==> src/rtl/des_round_ctrl.sv <==
// des_round_ctrl: iterative DES round sequencer (control only, no data registers).
// Accepts one block over a valid/ready handshake. It then steps the shared Feistel round
// datapath through ROUNDS rounds, drives the key-schedule rotate commands and the final-swap
// strobe, and holds the result valid until the consumer takes it.
//
// Ports
//   clk, rst         rising-edge clock; asynchronous active-high reset
//   in_valid/in_mode request present / 0=encrypt 1=decrypt (mode sampled on accept)
//   in_ready         high only in IDLE (combinational)
//   abort            synchronous kill of the in-flight block
//   ld_block         1-cycle load strobe for IP(block) and PC1(key)
//   round_en         datapath round capture strobe (combinational)
//   round_cnt        current round 0..ROUNDS-1
//   key_shift        key rotate amount 0/1/2, meaningful while round_en=1 (combinational)
//   key_dir          0=rotate left (enc), 1=rotate right (dec)
//   swap_final       last-round strobe: skip L/R swap, apply FP (combinational)
//   mode_q           registered mode of the in-flight block
//   busy             state != IDLE
//   out_valid/out_ready  result handshake
module des_round_ctrl #(
  parameter int unsigned ROUNDS       = 16,
  parameter int unsigned ROUND_CYCLES = 1
) (
  input  logic       clk,
  input  logic       rst,
  input  logic       in_valid,
  input  logic       in_mode,
  output logic       in_ready,
  input  logic       abort,
  output logic       ld_block,
  output logic       round_en,
  output logic [3:0] round_cnt,
  output logic [1:0] key_shift,
  output logic       key_dir,
  output logic       swap_final,
  output logic       mode_q,
  output logic       busy,
  output logic       out_valid,
  input  logic       out_ready
);

  localparam int unsigned CNT_W = 4;
  localparam int unsigned SUB_W = 3;
  localparam logic [CNT_W-1:0] LAST_ROUND = CNT_W'(ROUNDS - 1);
  localparam logic [SUB_W-1:0] LAST_SUB   = SUB_W'(ROUND_CYCLES - 1);

  typedef enum logic [1:0] {
    S_IDLE  = 2'd0,
    S_LOAD  = 2'd1,
    S_ROUND = 2'd2,
    S_DONE  = 2'd3
  } state_e;

  state_e           state_q, state_d;
  logic [CNT_W-1:0] round_cnt_q, round_cnt_d;
  logic [SUB_W-1:0] sub_cnt_q, sub_cnt_d;
  logic             mode_d;
  logic             ld_block_q, busy_q, out_valid_q;

  // State, counters and registered outputs; flag outputs are decoded from the next state
  always_ff @(posedge clk or posedge rst) begin
    if (rst) begin
      state_q     <= S_IDLE;
      round_cnt_q <= '0;
      sub_cnt_q   <= '0;
      mode_q      <= 1'b0;
      ld_block_q  <= 1'b0;
      busy_q      <= 1'b0;
      out_valid_q <= 1'b0;
    end else begin
      state_q     <= state_d;
      round_cnt_q <= round_cnt_d;
      sub_cnt_q   <= sub_cnt_d;
      mode_q      <= mode_d;
      ld_block_q  <= (state_d == S_LOAD);
      busy_q      <= (state_d != S_IDLE);
      out_valid_q <= (state_d == S_DONE);
    end
  end

  // Next-state logic and the round strobe
  always_comb begin
    state_d     = state_q;
    round_cnt_d = round_cnt_q;
    sub_cnt_d   = sub_cnt_q;
    mode_d      = mode_q;
    in_ready    = (state_q == S_IDLE);
    round_en    = 1'b0;

    if (abort && (state_q != S_IDLE)) begin
      // Kill wins over everything: no round strobe this cycle, counters cleared
      state_d     = S_IDLE;
      round_cnt_d = '0;
      sub_cnt_d   = '0;
    end else begin
      case (state_q)
        S_IDLE: begin
          // abort also blocks an accept in IDLE
          if (in_valid && !abort) begin
            state_d = S_LOAD;
            mode_d  = in_mode;
          end
        end
        S_LOAD: begin
          state_d = S_ROUND;
        end
        S_ROUND: begin
          if (sub_cnt_q == LAST_SUB) begin
            round_en  = 1'b1;
            sub_cnt_d = '0;
            if (round_cnt_q == LAST_ROUND) begin
              state_d     = S_DONE;
              round_cnt_d = '0;
            end else begin
              round_cnt_d = round_cnt_q + CNT_W'(1);
            end
          end else begin
            sub_cnt_d = sub_cnt_q + SUB_W'(1);
          end
        end
        S_DONE: begin
          if (out_ready) begin
            state_d = S_IDLE;
          end
        end
        default: begin
          state_d = S_IDLE;
        end
      endcase
    end
  end

  // Key-schedule rotate amount; decrypt starts from the unrotated key, so round 0 shifts 0
  always_comb begin
    key_shift = 2'd0;
    if (state_q == S_ROUND) begin
      case (round_cnt_q)
        4'd0:              key_shift = mode_q ? 2'd0 : 2'd1;
        4'd1, 4'd8, 4'd15: key_shift = 2'd1;
        default:           key_shift = 2'd2;
      endcase
    end
  end

  assign swap_final = round_en & (round_cnt_q == LAST_ROUND);
  assign round_cnt  = round_cnt_q;
  assign key_dir    = mode_q;
  assign ld_block   = ld_block_q;
  assign busy       = busy_q;
  assign out_valid  = out_valid_q;

endmodule

==> config.mk <==
export PLATFORM = sky130hd
export DESIGN_NAME = des_round_ctrl
export DESIGN_NICKNAME = d
export VERILOG_FILES = /design/src/rtl/des_round_ctrl.sv
export SDC_FILE = /design/constraint.sdc
export NUM_CORES = 1
export LEC_CHECK = 0
export CAP_MARGIN = 30
export CORE_MARGIN = 5
export CORE_UTILIZATION = 31
export CTS_CLUSTER_DIAMETER = 30
export DETAILED_ROUTE_END_ITERATION = 6
export GPL_ROUTABILITY_DRIVEN = 0
export PLACE_DENSITY_LB_ADDON = 0.08
export SYNTH_ARGS = -nofsm -noshare
export SYNTH_HDL_FRONTEND = slang
export SYNTH_SLANG_ARGS = --single-unit
==> constraint.sdc <==
create_clock -name clk -period 2 [get_ports clk]
set_input_delay 0.4 -clock clk [delete_from_list [all_inputs] [get_ports clk]]
set_output_delay 0.4 -clock clk [all_outputs]
set_load 0.02 [all_outputs]
==> qor.yml <==
vias: 765
cts.path.max_buffers: 2
drc: 0
end_kind: "output port"
synthesis.area_sq_um: 824.5
async_flop_share_pct: 100.0
detailedRoute.firstIterationViolations: 9
viasPerCell: 4.968
start_util_pct: 32.98
gr-usage-all-layers_pct: 11.87
hold_viol: 0
cp_max_fo: 4
synth_most_common_cell: "dfrtp_1"
postPlaceCellArea_sq_mm: 0.001175
syn_nets: 96
clk_latency_ns: 0.28
cp_data_required_time_ns: 1.60
port_buffers: 19
drive_gt1_share_pct: 35.48
sequentialPowerShare_pct: 29.1
fp-row-count: 18
critPathTopFamily: "simple AND/OR/NAND/NOR gates"
power_density_mw_per_mm2: 996.6
hold_path_class: "in2async"
hpwl_mm: 1.614
cts_tree: "yes"
synth_edf_count: 0
cp.depth: 5
cp_data_arrival_time_ns: 1.64
power_frac_clock_pct: 13.4
grt_remaining_overflow: 0
grt_pass1_wl_mm: 3.284
worstRegToRegCells: 7
p_leak_nw: 0.5736
io_pins: 20
comb_power_share_pct: 57.5
grt_pass1_vias: 712
grt_max_degree: 14
ys_seq_area_share_pct: 39.45
p_switching_mw: 0.4626
clkTransAtPathRegs_ns: 0.09
fp.dieW_microns: 61.58
n_antenna_cell: 0
die_area_sq_mm: 0.003791
slowest_stage: "dfrtp_1"
cts_inserted_buffers: 3
synth_area_leaders: "dfrtp_1 (39%), ha_1 (7.6%), nand2b_1 (3.8%)"
setup_ws_ns: -0.04127
fin_skew_ns: 0.01640
first_pass_iters: 4
min_period_ns: 2.041
swShare_pct: 37.02
synth_flop_cell: "dfrtp_1"
design_area_sq_mm: 0.001254
worstMarginPinSlew_ns: 0.5105
grt_setup_unrepaired: "yes"
area_growth_pct: 52.05
finalMaxSlewViolations: 0
cap_violations: 0
fmax_ghz: 0.4899
antenna_violating_nets_post_route: 0
h-tree-depth: 1
synth_cells: 85
setup_viol: 1
coreArea_sq_mm: 0.002500
violations: "negative setup slack"
fin_nets: 136
intPower_mw: 0.7869
drt-total-wl_mm: 2.021
wl_per_cell_microns: 13.12
ys_types: 32
ir_worst_vdd_uv: 595.0
synth_top_area_cell: "dfrtp_1"
critPathMaxStageDelay_ns: 0.40
antenna_found_initial: 0
die_h_microns: 61.58
slew_headroom_pct: 65.93
ys_seq_elements: 13
root_buffer: "clkbuf_4"
cts_sinks: 13
period_share_pct: 102.1
crit_buf_inv: 2
synthTopCellsByCount: "dfrtp_1 (13), inv_1 (7), ha_1 (5), nand2b_1 (5), nor3_1 (5)"
status: "finished, violations left"
syn_avg_cell_area_sq_um: 9.700
dp_slack_ns: -0.3449
startpoint_type: "register"
synth_top_area_share_pct: 39.45
path_cells: "inv_2 -> ha_1 -> or3b_4 -> nor3_4 -> buf_6"
synth_warnings: 0
critPathKind: "reg2out"
worst reg2reg max path: stages (launching register included):
cell and delay [ns]:
dfrtp_1 0.37, inv_2 0.05, ha_1 0.19, buf_4 0.14, nor3b_4 0.14, buf_4 0.14, and4b_1 0.16, a221o_1 0.26
stage by stage:
step	hold slack, ns	cells	TNS [ns]	util (%)	power, mW
3_5_place_dp	0.5625	149	-0.8068	47.00	0.9976
2_1_floorplan	0.2770	85	0	-	0.7120
6_report	0.4389	154	-0.04127	50.15	1.250
4_1_cts	0.4703	153	-0.08062	47.30	1.158
3_3_place_gp	0.5474	149	-0.7412	47.00	0.9842
5_1_grt	0.5071	154	-0.1241	50.15	1.351
routing by layer:
layer	global-route usage (%)	up-vias	wire length, microns
met5	0	-	0
li1	-	385	-
met4	2.121	0	10
met2	19.43	20	927
met1	15.36	358	944
met3	3.983	2	139
sequential cells by signal (all words and copies together), names as in the netlist:
register   flops
round_cnt      4
busy           1
sub_cnt_q      3
state_q        2
out_valid      1
key_dir        1
ld_block       1
cell families (layout without fill, tap and decap cells):
logic type / count (synthesis) / after routing / share of synthesized area (%)
AND/OR/NAND/NOR: 34 / 34 / 27.92
AO/OA/AOI/OAI: 19 / 19 / 15.78
flip-flops: 13 / 13 / 39.45
buffers and inverters: 12 / 51 / 6.526
adder cells (fa/ha/maj): 5 / 5 / 7.587
multiplexers: 2 / 2 / 2.731
layout by cell type, fill, tap and decap left out, types with 2 or more instances in the layout:
master and instances:
a21oi_1 4, a22o_1 3, a32oi_1 2, and3_1 3, buf_4 22, buf_6 2, clkbuf_4 3, clkdlybuf4s50_1 14
dfrtp_1 13, ha_1 2, ha_4 2, inv_1 4, inv_2 3, mux2_2 2, nand2_1 3, nand2b_1 4
nor2_1 3, nor2b_1 4, nor3_1 4, o22ai_1 4
path summary, 6_finish.rpt:
path / startpoint / to / slack (ns)
min in group clk: key_dir / key_dir / 0.57
worst max register to register: sub_cnt_q[0] / round_cnt[3] / 0.41
max in group asynchronous: rst / out_valid / 1.20
worst min-delay path: rst / sub_cnt_q[0] / 0.44
worst min register to register: key_dir / key_dir / 0.57
worst max-delay path: sub_cnt_q[0] / round_en / -0.04
final cells by class:
cell class	count	area, sq um
Clock buffer	4	26.28
Fill cell	241	1246
Inverter	7	26.28
Multi-Input combinational cell	60	496.7
Sequential cell	13	325.3
Tap cell	30	37.54
Timing Repair Buffer	40	341.6
power groups by stage:
stage          Combinational, mW  Clock [mW]  Sequential [mW]
2_1_floorplan              0.298           0            0.414
3_3_place_gp               0.621           0            0.363
3_5_place_dp               0.634           0            0.364
4_1_cts                    0.627       0.172            0.359
5_1_grt                    0.793       0.186            0.372
6_report                   0.718       0.168            0.364
timing repair:
item | CTS | global route
endpoints found under the setup margin | 5 | 4
buffers inserted | 0 | 1
hold buffers | 0 | 0
gates resized for setup | 19 | 16
hold endpoints to repair | 0 | 0
pin swaps | 0 | 5
No activity file was read; power rests on OpenSTA's default activity.
